==> config.mk <==
export PLATFORM = sky130hd
export DESIGN_NAME = iob_axistream_in_packer_flat
export DESIGN_NICKNAME = d
export VERILOG_FILES = /design/src/rtl/iob_axistream_in_packer_if.sv /design/src/rtl/iob_axistream_in_packer.sv /design/src/flat_wrapper.sv
export SDC_FILE = /design/constraint.sdc
export NUM_CORES = 1
export LEC_CHECK = 0
export CORE_MARGIN = 1.5
export CORE_UTILIZATION = 60
export DETAILED_ROUTE_END_ITERATION = 16
export PLACE_DENSITY = 0.76
export SYNTH_ARGS = -nofsm -noshare
export SYNTH_HDL_FRONTEND = slang
export SYNTH_SLANG_ARGS = --single-unit
==> constraint.sdc <==
create_clock -name clk_i -period 4.3 [get_ports clk_i]
set_input_delay 0.43 -clock clk_i [delete_from_list [all_inputs] [get_ports clk_i]]
set_output_delay 0.43 -clock clk_i [all_outputs]
set_load 0.05 [all_outputs]
==> src/rtl/iob_axistream_in_packer_if.sv <==
// Stream bus bundle: data, lane keep, valid/ready handshake and frame end.
// Latency: none, wires only.
// Backpressure: the slave drives tready, and the master holds the beat until tready.
interface iob_axistream_in_packer_if #(
    parameter int DATA_W = 8,
    parameter int KEEP_W = 1
);
    logic [DATA_W-1:0] tdata;
    logic [KEEP_W-1:0] tkeep;
    logic              tvalid;
    logic              tlast;
    logic              tready;

    modport master (output tdata, output tkeep, output tvalid, output tlast, input tready);
    modport slave  (input tdata, input tkeep, input tvalid, input tlast, output tready);
endinterface

==> src/rtl/iob_axistream_in_packer.sv <==
// Packs narrow stream beats into DATA_W words and queues them in a first-word-fall-through FIFO.
// Latency: a word is at the FIFO head one cycle after the beat that completes it.
// Backpressure: tready drops while the FIFO is full, and the consumer pops with sys.tready.
module iob_axistream_in_packer_fifo #(
    parameter int W      = 8,
    parameter int ADDR_W = 4
) (
    input  logic              clk_i,
    input  logic              rst_i,
    input  logic              cke_i,
    input  logic              push_i,
    input  logic [W-1:0]      push_dat_i,
    input  logic              pop_i,
    output logic [W-1:0]      pop_dat_o,
    output logic [ADDR_W:0]   level_o,
    output logic              empty_o,
    output logic              full_o
);
    localparam int DEPTH = 1 << ADDR_W;

    logic [W-1:0]      mem [DEPTH];
    logic [ADDR_W-1:0] wr_ptr;
    logic [ADDR_W-1:0] rd_ptr;
    logic              do_push;
    logic              do_pop;

    assign empty_o   = (level_o == '0);
    assign full_o    = (level_o == (ADDR_W+1)'(DEPTH));
    assign do_push   = cke_i & push_i & ~full_o;
    assign do_pop    = cke_i & pop_i & ~empty_o;
    assign pop_dat_o = mem[rd_ptr];

    // Pointers wrap naturally; the level tracks the occupancy so that full and empty can be told apart.
    always_ff @(posedge clk_i) begin
        if (rst_i) begin
            wr_ptr  <= '0;
            rd_ptr  <= '0;
            level_o <= '0;
        end else begin
            if (do_push) wr_ptr <= wr_ptr + 1'b1;
            if (do_pop)  rd_ptr <= rd_ptr + 1'b1;
            case ({do_push, do_pop})
                2'b10:   level_o <= level_o + 1'b1;
                2'b01:   level_o <= level_o - 1'b1;
                default: level_o <= level_o;
            endcase
        end
    end

    // The storage array has no reset, because its contents are only read while the level is non-zero.
    always_ff @(posedge clk_i) begin
        if (!rst_i && do_push) mem[wr_ptr] <= push_dat_i;
    end
endmodule

module iob_axistream_in_packer #(
    parameter int TDATA_W     = 8,
    parameter int DATA_W      = 32,
    parameter int FIFO_ADDR_W = 4
) (
    input  logic                     clk_i,
    input  logic                     rst_i,
    input  logic                     cke_i,
    input  logic                     enable_i,
    iob_axistream_in_packer_if.slave  axis,
    iob_axistream_in_packer_if.master sys,
    output logic [FIFO_ADDR_W:0]     fifo_level_o,
    output logic                     fifo_empty_o,
    output logic                     fifo_full_o,
    input  logic [FIFO_ADDR_W:0]     fifo_threshold_i,
    output logic                     interrupt_o,
    output logic [DATA_W-1:0]        nwords_o,
    output logic                     frame_done_o
);
    localparam int R      = DATA_W / TDATA_W;
    localparam int LANE_W = (R > 1) ? $clog2(R) : 1;
    localparam int WORD_W = 1 + R + DATA_W;

    logic [LANE_W-1:0] lane_idx;
    logic [DATA_W-1:0] part_dat;
    logic [R-1:0]      part_keep;
    logic [DATA_W-1:0] word_dat;
    logic [R-1:0]      word_keep;
    logic [DATA_W-1:0] beat_cnt;
    logic              beat_acc;
    logic              lane_last;
    logic              word_push;
    logic [WORD_W-1:0] head_word;

    assign axis.tready = cke_i & enable_i & ~fifo_full_o;
    assign beat_acc    = axis.tvalid & axis.tready;
    assign lane_last   = (lane_idx == LANE_W'(R - 1));
    assign word_push   = beat_acc & (lane_last | axis.tlast);

    // Merge the incoming beat into its lane of the partial word, so that a completing beat is pushed in the same cycle.
    always_comb begin
        word_dat  = part_dat;
        word_keep = part_keep;
        word_dat[lane_idx*TDATA_W +: TDATA_W] = axis.tdata;
        word_keep[lane_idx] = 1'b1;
    end

    // The partial word and lane index persist across idle and disabled cycles, and are cleared once a word leaves.
    always_ff @(posedge clk_i) begin
        if (rst_i) begin
            lane_idx  <= '0;
            part_dat  <= '0;
            part_keep <= '0;
        end else if (beat_acc) begin
            if (word_push) begin
                lane_idx  <= '0;
                part_dat  <= '0;
                part_keep <= '0;
            end else begin
                lane_idx  <= lane_idx + 1'b1;
                part_dat  <= word_dat;
                part_keep <= word_keep;
            end
        end
    end

    // Count the beats of the current frame, latch the total on tlast, and pulse frame_done for one enabled cycle.
    always_ff @(posedge clk_i) begin
        if (rst_i) begin
            beat_cnt     <= '0;
            nwords_o     <= '0;
            frame_done_o <= 1'b0;
        end else if (cke_i) begin
            frame_done_o <= beat_acc & axis.tlast;
            if (beat_acc) begin
                if (axis.tlast) begin
                    nwords_o <= beat_cnt + 1'b1;
                    beat_cnt <= '0;
                end else begin
                    beat_cnt <= beat_cnt + 1'b1;
                end
            end
        end
    end

    iob_axistream_in_packer_fifo #(
        .W      (WORD_W),
        .ADDR_W (FIFO_ADDR_W)
    ) u_fifo (
        .clk_i      (clk_i),
        .rst_i      (rst_i),
        .cke_i      (cke_i),
        .push_i     (word_push),
        .push_dat_i ({axis.tlast, word_keep, word_dat}),
        .pop_i      (sys.tready),
        .pop_dat_o  (head_word),
        .level_o    (fifo_level_o),
        .empty_o    (fifo_empty_o),
        .full_o     (fifo_full_o)
    );

    assign sys.tvalid  = ~fifo_empty_o;
    assign sys.tlast   = head_word[WORD_W-1];
    assign sys.tkeep   = head_word[DATA_W +: R];
    assign sys.tdata   = head_word[DATA_W-1:0];
    assign interrupt_o = (fifo_level_o >= fifo_threshold_i) & ~fifo_empty_o;
endmodule

==> src/flat_wrapper.sv <==
// flat-port wrapper written by rule: the top's interface ports become plain ports
module iob_axistream_in_packer_flat 
#(
    parameter int TDATA_W     = 8,
    parameter int DATA_W      = 32,
    parameter int FIFO_ADDR_W = 4
)
  (clk_i, rst_i, cke_i, enable_i, fifo_level_o, fifo_empty_o, fifo_full_o, fifo_threshold_i, interrupt_o, nwords_o, frame_done_o, axis_tdata, axis_tkeep, axis_tvalid, axis_tlast, axis_tready, sys_tdata, sys_tkeep, sys_tvalid, sys_tlast, sys_tready);
  iob_axistream_in_packer_if #(.DATA_W(DATA_W), .KEEP_W(1)) axis_i ();
  iob_axistream_in_packer_if #(.DATA_W(DATA_W), .KEEP_W(4)) sys_i ();
  input  logic clk_i;
  input  logic rst_i;
  input  logic cke_i;
  input  logic enable_i;
  output logic [FIFO_ADDR_W:0] fifo_level_o;
  output logic fifo_empty_o;
  output logic fifo_full_o;
  input  logic [FIFO_ADDR_W:0] fifo_threshold_i;
  output logic interrupt_o;
  output logic [DATA_W-1:0] nwords_o;
  output logic frame_done_o;
  input wire logic [$bits(axis_i.tdata)-1:0] axis_tdata;
  input wire logic [$bits(axis_i.tkeep)-1:0] axis_tkeep;
  input wire logic [$bits(axis_i.tvalid)-1:0] axis_tvalid;
  input wire logic [$bits(axis_i.tlast)-1:0] axis_tlast;
  output wire logic [$bits(axis_i.tready)-1:0] axis_tready;
  output wire logic [$bits(sys_i.tdata)-1:0] sys_tdata;
  output wire logic [$bits(sys_i.tkeep)-1:0] sys_tkeep;
  output wire logic [$bits(sys_i.tvalid)-1:0] sys_tvalid;
  output wire logic [$bits(sys_i.tlast)-1:0] sys_tlast;
  input wire logic [$bits(sys_i.tready)-1:0] sys_tready;
  assign axis_i.tdata = axis_tdata;
  assign axis_i.tkeep = axis_tkeep;
  assign axis_i.tvalid = axis_tvalid;
  assign axis_i.tlast = axis_tlast;
  assign axis_tready = axis_i.tready;
  assign sys_tdata = sys_i.tdata;
  assign sys_tkeep = sys_i.tkeep;
  assign sys_tvalid = sys_i.tvalid;
  assign sys_tlast = sys_i.tlast;
  assign sys_i.tready = sys_tready;
  iob_axistream_in_packer #(.TDATA_W(TDATA_W), .DATA_W(DATA_W), .FIFO_ADDR_W(FIFO_ADDR_W)) u_core (.clk_i(clk_i), .rst_i(rst_i), .cke_i(cke_i), .enable_i(enable_i), .axis(axis_i), .sys(sys_i), .fifo_level_o(fifo_level_o), .fifo_empty_o(fifo_empty_o), .fifo_full_o(fifo_full_o), .fifo_threshold_i(fifo_threshold_i), .interrupt_o(interrupt_o), .nwords_o(nwords_o), .frame_done_o(frame_done_o));
endmodule
======== Yosys cells after proc, flatten, opt, wreduce, memory -nomap -nowiden ========
Memories as Yosys holds them, arrays and structs flattened. A register that Yosys moved wholly into a read port is not among the register bits.
Cells that the tools add are included.
word-level totals
  bits in writable memories ............... 592
  logic and storage cells ................. 59
  output and inout bits ................... 80
  flip-flop bits (word level) ............. 116
  input bits .............................. 45
  memories ................................ 1
memory list
  name               depth  width  rd ports  clocked after Yosys merged registers in  wr ports  line                           RTL
  u_core.u_fifo.mem  16     37     1         1                                        1         iob_axistream_in_packer.sv:21  logic [W-1:0] mem [DEPTH];
operators by class
  bitwise operators ....................... 14
  order comparisons ....................... 3
  shifts and indexed selects .............. 2
  equality and inequality tests ........... 4
  reductions and logical operators ........ 7
  add/subtract/negate cells ............... 7
  mux-type cells .......................... 12
operators by type and width
  cell                                                                                 count
  32-bit 2-to-1 mux                                                                    2
  5-bit negator with 34-bit output                                                     1
  8-bit by 34-bit variable shift with 32-bit output, first input constant              1
  8-bit by 34-bit variable part select with 32-bit output                              1
  32-bit by 1-bit adder with 32-bit output, second input constant                      1
  32-bit bitwise mux                                                                   1
  4-bit 2-to-1 mux                                                                     3
  1-bit bitwise AND                                                                    10
  5-bit one-hot mux with 2 select lines                                                1
  4-bit by 1-bit adder with 4-bit output, second input constant                        2
  5-bit by 1-bit adder with 5-bit output, second input constant                        1
  5-bit equality test, second input constant                                           1
  5-bit greater-or-equal comparator                                                    1
  5-bit logical NOT                                                                    1
  5-bit by 1-bit subtractor with 5-bit output, second input constant                   1
  2-bit equality test, second input constant                                           2
  4-bit OR                                                                             1
  2-bit by 3-bit < comparator with 1-bit output, second input constant                 1
  1-bit 2-to-1 mux                                                                     3
  3-bit AND reduction                                                                  1
  2-bit by 1-bit adder with 2-bit output, second input constant                        1
  1-bit demux with 2-bit select                                                        1
  2-bit by 1-bit equality test with 1-bit output, second input constant                1
  2-bit by 1-bit greater-or-equal comparator with 1-bit output, second input constant  1
  7 further kinds                                                                      9

======== Depth between registers and ports, before layout ========
Gate-level depths: netlist of the first run.
  depth in word-level cells ............... 10
  depth in mapped cells ................... 15
  mapped depth without buffers ............ 11

======== Cells and area by module ========
From an unflattened synthesis of the first run, not the netlist that was laid out.
unflattened totals
  cell total of the unflattened synthesis .. 1682
  area, all modules ....................... 28310.9 um2
modules (own cells, without submodules)
  module                        times used  area an instance (um2)  cells an instance  seq. area each (um2)
  iob_axistream_in_packer_fifo  1           23089.6                 1021               18117.4
  iob_axistream_in_packer       1           5221.3                  661                2062.0

======== Worst setup path after synthesis of the first run ========
OpenSTA, ideal clock, no wires.
  kind .................................... reg-to-reg
  from .................................... register u_core.u_fifo.level_o[1]
  to ...................................... memory u_core.u_fifo.mem[0][0] (netlist name) (enable)
  arrival time ............................ 3.458 ns
  stages on the path, launching flop included .. 9
  setup time .............................. 0.431 ns
  buffers on the path ..................... 3
  period minus slack after synthesis ...... 3.889 ns
  data required time ...................... 3.869 ns
  slack ................................... 0.411 ns
  path through ............................ dfxtp_1 > buf_2 > or3_1 > buf_2 > o221a_2 > buf_6 > inv_2 > or3_1 > nor2_1
on the way
  word-level cells in the longest chain between the ends .. 10
ends and longest elaborated chain
  what                                        line                                                          RTL
  start, declared                             iob_axistream_in_packer.sv:15                                 output logic [ADDR_W:0] level_o,
  start signal, assigned                      iob_axistream_in_packer.sv:43                                 2'b10: level_o <= level_o + 1'b1;
  start signal, assigned                      iob_axistream_in_packer.sv:44                                 2'b01: level_o <= level_o - 1'b1;
  start signal, assigned                      iob_axistream_in_packer.sv:45                                 default: level_o <= level_o;
  5-bit equality test (*)                     iob_axistream_in_packer.sv:28                                 assign full_o = (level_o == (ADDR_W+1)'(DEPTH));
  1-bit inverter (*)                          iob_axistream_in_packer.sv:29, iob_axistream_in_packer.sv:90
  1-bit bitwise AND                           iob_axistream_in_packer.sv:90                                 assign axis.tready = cke_i & enable_i & ~fifo_full_o;
  1-bit bitwise AND                           iob_axistream_in_packer.sv:91                                 assign beat_acc = axis.tvalid & axis.tready;
  1-bit bitwise AND                           iob_axistream_in_packer.sv:93                                 assign word_push = beat_acc & (lane_last | axis.tlast);
  1-bit bitwise AND                           iob_axistream_in_packer.sv:29                                 assign do_push = cke_i & push_i & ~full_o;
  1-bit bitwise AND (*)                       iob_axistream_in_packer.sv:29
  1-bit logical AND (*)                       iob_axistream_in_packer.sv:52                                 if (!rst_i && do_push) mem[wr_ptr] <= push_dat_i;
  1-bit 2-to-1 mux (*)                        iob_axistream_in_packer.sv:52
  1-bit 2-to-1 mux (not written as such) (*)  iob_axistream_in_packer.sv:52
  end, declared                               iob_axistream_in_packer.sv:21
Every way passes the cells marked *; elsewhere a longest branch is shown, timed or not.

==> flow_metrics.env, run 1 <==
export IMPL_finalHoldViolations=0
export IMPL_cts_setup_buffers=0
export IMPL_maxUsedRoutingLayer="met5"
export IMPL_slew_headroom_pct=21.5
export IMPL_grt_max_degree=66
export IMPL_peakVddDrop_mv=0.302
export IMPL_wl_um=63100
export IMPL_grt_pass1_vias=15742
export IMPL_num_vias=15561
export IMPL_io_pins=125
export IMPL_start_util_pct=60.8
export IMPL_clk_pin_slew_ns=0.06
export IMPL_holdBufCountCts=0
export IMPL_met3_length_um=4600
export IMPL_dp_hpwl_um=33200
export IMPL_synthesis_area_mm2=0.0283
export IMPL_ctsResizeCount=0
export IMPL_cts_buffer_depth=3
export IMPL_fmax_mhz=255
export IMPL_r2r_start="u_core.u_fifo.level_o[1]$_SDFFE_PP0P_"
export IMPL_powerDensity_mw_per_mm2=422
export IMPL_ys_async_sr_fraction_pct=0
export IMPL_crit_path_start_kind="flop"
export IMPL_synth_fp_nets=1680
export IMPL_finalWorstPathRequiredPeriod_ns=3.93
export IMPL_multi_input_area_mm2=0.00769
export IMPL_fin_crit_sh_pct=91.3
export IMPL_synth_cell_types=57
export IMPL_synth_flop_cell="edfxtp_1"
export IMPL_drt_first_pass_iters=5
export IMPL_synth_seq_cells=712
export IMPL_fin_setup_tns_ns=0
export IMPL_r2r_end="u_core.u_fifo.level_o[4]$_SDFFE_PP0P_"
export IMPL_critPathCaptureType="primary output"
export IMPL_drv_cap=0
export IMPL_tightest_slew_ns=1.17
export IMPL_dr_wl_met2_um=31400
export IMPL_grt_antenna_before_repair=1
export IMPL_synth_seq_area_share_pct=71.3
export IMPL_fp_row_count=79
export IMPL_grt_util_all_layers_pct=27.1
export IMPL_synth_edf_count=592
export IMPL_gr_total_overflow=0
export IMPL_report_final_slew_viol_count=0
export IMPL_syn_avg_cell_area_um2=17.6
export IMPL_hold_start="rst_i"
export IMPL_antenna_cells=0
export IMPL_die_w_um=220
export IMPL_yosysWarnings=0
export IMPL_critical_path_peak_fanout=20
export IMPL_setup_viol=0
export IMPL_worstPathRequired_ns=3.87
export IMPL_fin_nets=1836
export IMPL_area_delta_synth_final_pct=16.0
export IMPL_skew_ns=0.0296
export IMPL_place_inst=2303
export IMPL_m1WireLength_um=25200
export IMPL_dieArea_mm2=0.0485
export IMPL_drive_above_1_share_pct=21.5
export IMPL_worstHoldPathType="in2reg"
export IMPL_outcome="completed"
export IMPL_rsz0062_at_grt="false"
export IMPL_r2r_slack_ns=1.00
export IMPL_drt_initial_drc_count=1553
export IMPL_cts_tree="built"
export IMPL_htreeDepth=3
export IMPL_crit_type="reg2out"
export IMPL_netlist_instances=1612
export IMPL_reg2reg_depth=11
export IMPL_numCtsBuffers=70
export IMPL_vias_per_cell=6.40
export IMPL_port_buffers=99
export IMPL_power_leakage_nw=10.1
export IMPL_fillers=2805
export IMPL_seqCellArea_mm2=0.0202
export IMPL_wire_per_inst_um=25.9
export IMPL_fin_cells=2433
export IMPL_crit_arrival_ns=3.50
export IMPL_ant_nets=0
export IMPL_insertion_delay_ns=0.61
export IMPL_worstHoldPathCells=3
export IMPL_hold_end="u_core.beat_cnt[27]$_SDFFE_PP0P_"
export IMPL_core_area_mm2=0.0466
export IMPL_clock_sinks=712
export IMPL_clock_root_buffer="clkbuf_16"
export IMPL_gp_congestion=0.914
export IMPL_drc_errors=0
export IMPL_grt_pass1_wl_um=95500
export IMPL_die_y_um=220
[metrics by stage]
stage | hold slack (ns) | power, mW | cell area, um^2 | setup slack, ns | utilization, %
after floorplan | 0.429 | 7.88 | 28300 | 0.411 | -
after global placement | 0.440 | 8.02 | 30600 | 0.817 | 65.7
after detailed placement | 0.447 | 8.03 | 30600 | 0.773 | 65.7
after CTS | 0.370 | 13.9 | 32800 | 0.286 | 70.5
after global routing | 0.407 | 14.2 | 32800 | 0.223 | 70.5
final | 0.388 | 13.9 | 32800 | 0.372 | 70.5
[registers in the layout, indices dropped and copies added, names as in the netlist, 4 cells and up, named ones only]
signal / count
u_core.beat_cnt: 32
u_core.part_keep: 4
u_core.part_dat: 32
u_core.nwords_o: 32
u_core.u_fifo.level_o: 5
u_core.u_fifo.mem: 592
u_core.u_fifo.rd_ptr: 4
u_core.u_fifo.wr_ptr: 4
[cell usage after synthesis, drive strengths merged, types with 2 or more instances]
cell type	n	area share (%)
nor4bb	3	0.11
a31oi	11	0.24
a21oi	58	1.0
nor4	5	0.24
nand4	11	0.35
or2	5	0.11
xnor2	19	0.59
mux2i	4	0.14
o211ai	2	0.053
a211oi	35	0.95
o21a	3	0.080
nand3	17	0.32
a41oi	3	0.093
inv	52	0.69
o21ai	67	1.2
and4	3	0.093
and2	2	0.044
a311oi	3	0.11
nor2b	2	0.044
o31ai	5	0.13
nand3b	8	0.21
nor2	92	1.2
buf	38	0.70
dfxtp	120	8.5
xor2	19	0.59
edfxtp	592	63
nand2	120	1.6
a21o	2	0.053
clkbuf	47	0.62
ha	23	1.0
nand2b	6	0.13
mux4	185	15
a22oi	2	0.053
nor3	10	0.21
nor3b	3	0.080
and3	10	0.22
or3	16	0.35
[cells by family (layout without fill, tap and decap cells)]
family          count (synthesis)  count (layout)  share of synthesized area [%]
simple gates                  316             316                           5.45
mux                           190             190                           14.9
flops                         712             712                           71.3
compound gates                196             196                           4.14
xor+xnor                       38              38                           1.18
buf+inv                       137             351                           2.01
fa+ha+maj                      23              23                           1.02
[routing by layer]
metal  GRT usage, %  up-vias
li1               -     6671
met4           9.75        2
met2           44.3      728
met5              0        -
met3           4.05      142
met1           37.6     8018
[how the worst max path moves through the flow]
stage | start | endpoint | slack [ns] | cells after the start
4_1_cts | flop | sys_tdata[14] | 0.29 | 5
2_1_floorplan | u_core.u_fifo.level_o[1]$_SDFFE_PP0P_ | u_core.u_fifo.mem[0][0]$_DFFE_PP_ | 0.41 | 8
6_report | flop | sys_tdata[14] | 0.37 | 5
3_5_place_dp | cke_i | u_core.u_fifo.level_o[4]$_SDFFE_PP0P_ | 0.77 | 12
3_3_place_gp | cke_i | u_core.u_fifo.level_o[4]$_SDFFE_PP0P_ | 0.82 | 12
5_1_grt | flop | sys_tdata[0] | 0.22 | 4
[cell type report]
class	instances	area share [%]
clock buffer	97	5.90
clock inverter	33	0.918
inverter	52	0.594
multi-input combinational	763	23.4
sequential	712	61.5
tap	607	2.31
timing repair buffer	169	5.37
[power breakdown]
group          internal [mW]  leakage [nW]  switching (mW)  total (mW)
registers               7.45          6.35          0.0178        7.47
logic                  0.145          2.67           0.273       0.418
clock network           3.47          1.07            2.51        5.98
[cells in the final DEF, fill, tap and decap left out, types with 9 or more instances in the layout]
cell	instances
nand3_1	16
buf_12	20
clkbuf_16	73
ha_1	23
nand2_1	119
nor2_4	17
mux4_2	185
dfxtp_1	116
xor2_1	19
clkdlybuf4s50_1	98
a31oi_1	11
a21oi_1	58
clkbuf_1	22
and3_1	10
nor2_1	75
o21ai_0	63
nand4_1	9
xnor2_1	19
clkinv_1	14
inv_1	51
buf_4	50
a211oi_1	34
edfxtp_1	592
or3_1	16
[critical path: stages, from the launching register on]
cell	delay, ns
dfxtp_4	0.65
buf_12	0.28
buf_12	0.21
mux4_2	0.54
mux4_2	0.48
clkdlybuf4s50_1	0.73
(Power assumes the default switching activity.)
==> run 2: changes to the inputs <==
--- a/config.mk
+++ b/config.mk
@@ -8,6 +8,7 @@
 export CORE_MARGIN = 1.5
 export CORE_UTILIZATION = 60
 export DETAILED_ROUTE_END_ITERATION = 16
+export MAX_ROUTING_LAYER = met4
 export PLACE_DENSITY = 0.76
 export SYNTH_ARGS = -nofsm -noshare
 export SYNTH_HDL_FRONTEND = slang
==> run 2 against run 1 <==
  * Combinational power decreased by 1%
  * First-iteration DRC count decreased by 7.6%
  * Sequential share of layout area increased by 0.089 points
==> flow_metrics.env, run 2 (synthesized netlist as in run 1, its figures left out) <==
export IMPL_outcome="completed"
export IMPL_mostFrequentLayoutCells="edfxtp_1 (592), mux4_2 (185), nand2_1 (119)"
export IMPL_crit_path_start_kind="flop"
export IMPL_setup_ws_ns=0.369
export IMPL_worstHoldPathCells=3
export IMPL_worstHoldPathType="in2reg"
export IMPL_dp_hpwl_um=34000
export IMPL_drive_above_1_share_pct=21.7
export IMPL_htreeDepth=3
export IMPL_dieArea_mm2=0.0485
export IMPL_clk_pin_slew_ns=0.06
export IMPL_cpPeakStageDelay_ns=0.74
export IMPL_insertion_delay_ns=0.61
export IMPL_ant_nets=0
export IMPL_multi_input_area_mm2=0.00769
export IMPL_skew_ns=0.0249
export IMPL_largest_register_ffs=592
export IMPL_reg2reg_depth=11
export IMPL_ctsResizeCount=0
export IMPL_hold_end="u_core.beat_cnt[27]$_SDFFE_PP0P_"
export IMPL_crit_path_frequent_cell="mux4_2"
export IMPL_drc_errors=0
export IMPL_preCtsSetupSlack_ns=0.770
export IMPL_fin_nets=1834
export IMPL_drt_initial_drc_count=1435
export IMPL_start_util_pct=60.8
export IMPL_wire_per_inst_um=26.2
export IMPL_num_vias=15303
export IMPL_grt_antenna_before_repair=1
export IMPL_finalWorstPathRequiredPeriod_ns=3.93
export IMPL_layout_commonest_cell="edfxtp_1"
export IMPL_r2r_end="u_core.u_fifo.level_o[4]$_SDFFE_PP0P_"
export IMPL_holdBufCountCts=0
export IMPL_cts_setup_buffers=0
export IMPL_port_buffers=99
export IMPL_seqCellArea_mm2=0.0202
export IMPL_grt_pass1_vias=15810
export IMPL_power_leakage_nw=10.1
export IMPL_critical_path_peak_fanout=40
export IMPL_path_cells="buf_12, mux4_2, mux4_2, clkdlybuf4s50_1"
export IMPL_grt_pass1_wl_um=95800
export IMPL_slowest_stage="clkdlybuf4s50_1"
export IMPL_r2r_start="u_core.u_fifo.level_o[1]$_SDFFE_PP0P_"
export IMPL_critPathCaptureType="primary output"
export IMPL_finalHoldViolations=0
export IMPL_rsz0062_at_grt="false"
export IMPL_top_register="u_core.u_fifo.mem"
export IMPL_setup_viol=0
export IMPL_peakVddDrop_mv=0.336
export IMPL_fmax_mhz=254
export IMPL_grt_max_degree=66
export IMPL_clock_sinks=712
export IMPL_drv_cap=0
export IMPL_gr_total_overflow=0
export IMPL_die_w_um=220
export IMPL_hold_start="rst_i"
export IMPL_powerDensity_mw_per_mm2=422
export IMPL_drt_first_pass_iters=5
export IMPL_numCtsBuffers=71
export IMPL_fp_row_count=79
export IMPL_tightest_slew_ns=1.22
export IMPL_cts_buffer_depth=3
export IMPL_vias_per_cell=6.30
export IMPL_gp_congestion=0.944
export IMPL_r2r_slack_ns=1.00
export IMPL_die_y_um=220
export IMPL_slew_headroom_pct=18.6
export IMPL_fillers=2850
export IMPL_grt_util_all_layers_pct=28.2
export IMPL_cts_tree="built"
export IMPL_report_final_slew_viol_count=0
export IMPL_core_area_mm2=0.0466
export IMPL_wl_um=63600
export IMPL_worstPathRequired_ns=3.87
export IMPL_fin_setup_tns_ns=0
export IMPL_crit_type="reg2out"
export IMPL_final_util_pct=70.4
export IMPL_fin_crit_sh_pct=91.4
export IMPL_clock_root_buffer="clkbuf_16"
export IMPL_io_pins=125
export IMPL_crit_arrival_ns=3.50
export IMPL_area_delta_synth_final_pct=15.9
## run 2: metrics by stage
step / power [mW] / cells / hold slack (ns) / area, um^2
3_3_place_gp: 8.02 / 2300 / 0.441 / 30500
2_1_floorplan: 7.88 / 1612 / 0.429 / 28300
4_1_cts: 13.9 / 2429 / 0.358 / 32800
6_report: 13.8 / 2430 / 0.360 / 32800
5_1_grt: 14.2 / 2430 / 0.404 / 32800
3_5_place_dp: 8.03 / 2300 / 0.446 / 30500
## run 2: worst max-delay path, delay by kind of cell, from the launching register on
family                 cells  cell delay (ns)
muxes                      2             1.14
buffers and inverters      2             1.11
DFF                        1             0.63
## run 2: final cells by class
class / instances / area share [%]
flip-flops and latches: 712 / 61.6
multi-input cells: 763 / 23.5
clock buffers: 97 / 5.97
repair buffers: 166 / 5.19
well taps: 607 / 2.32
clock inverters: 32 / 0.885
inverters: 52 / 0.595
diodes: 1 / 0.00763
## run 2: how the worst max path moves through the flow
stage / from / slack [ns] / cells after the start / to
after floorplan: u_core.u_fifo.level_o[1]$_SDFFE_PP0P_ / 0.41 / 8 / u_core.u_fifo.mem[0][0]$_DFFE_PP_
after global placement: cke_i / 0.84 / 12 / u_core.u_fifo.level_o[4]$_SDFFE_PP0P_
after detailed placement: cke_i / 0.77 / 12 / u_core.u_fifo.level_o[4]$_SDFFE_PP0P_
after CTS: flop / 0.29 / 4 / sys_tdata[3]
after global routing: flop / 0.27 / 4 / sys_tdata[3]
final: flop / 0.37 / 4 / sys_tdata[3]
## run 2: power breakdown
group | leakage, nW | total, mW | internal [mW] | switching [mW]
clock network | 1.09 | 5.95 | 3.45 | 2.50
logic | 2.65 | 0.413 | 0.142 | 0.272
registers | 6.35 | 7.47 | 7.45 | 0.0182
## run 2: layer usage
metal  global-route usage, %  share of wire (%)  wire length, um
met5                       -                  0                0
met3                    4.10                6.9             4420
met4                    8.89                2.2             1430
met2                    46.2                 51            32700
met1                    37.0                 39            25000
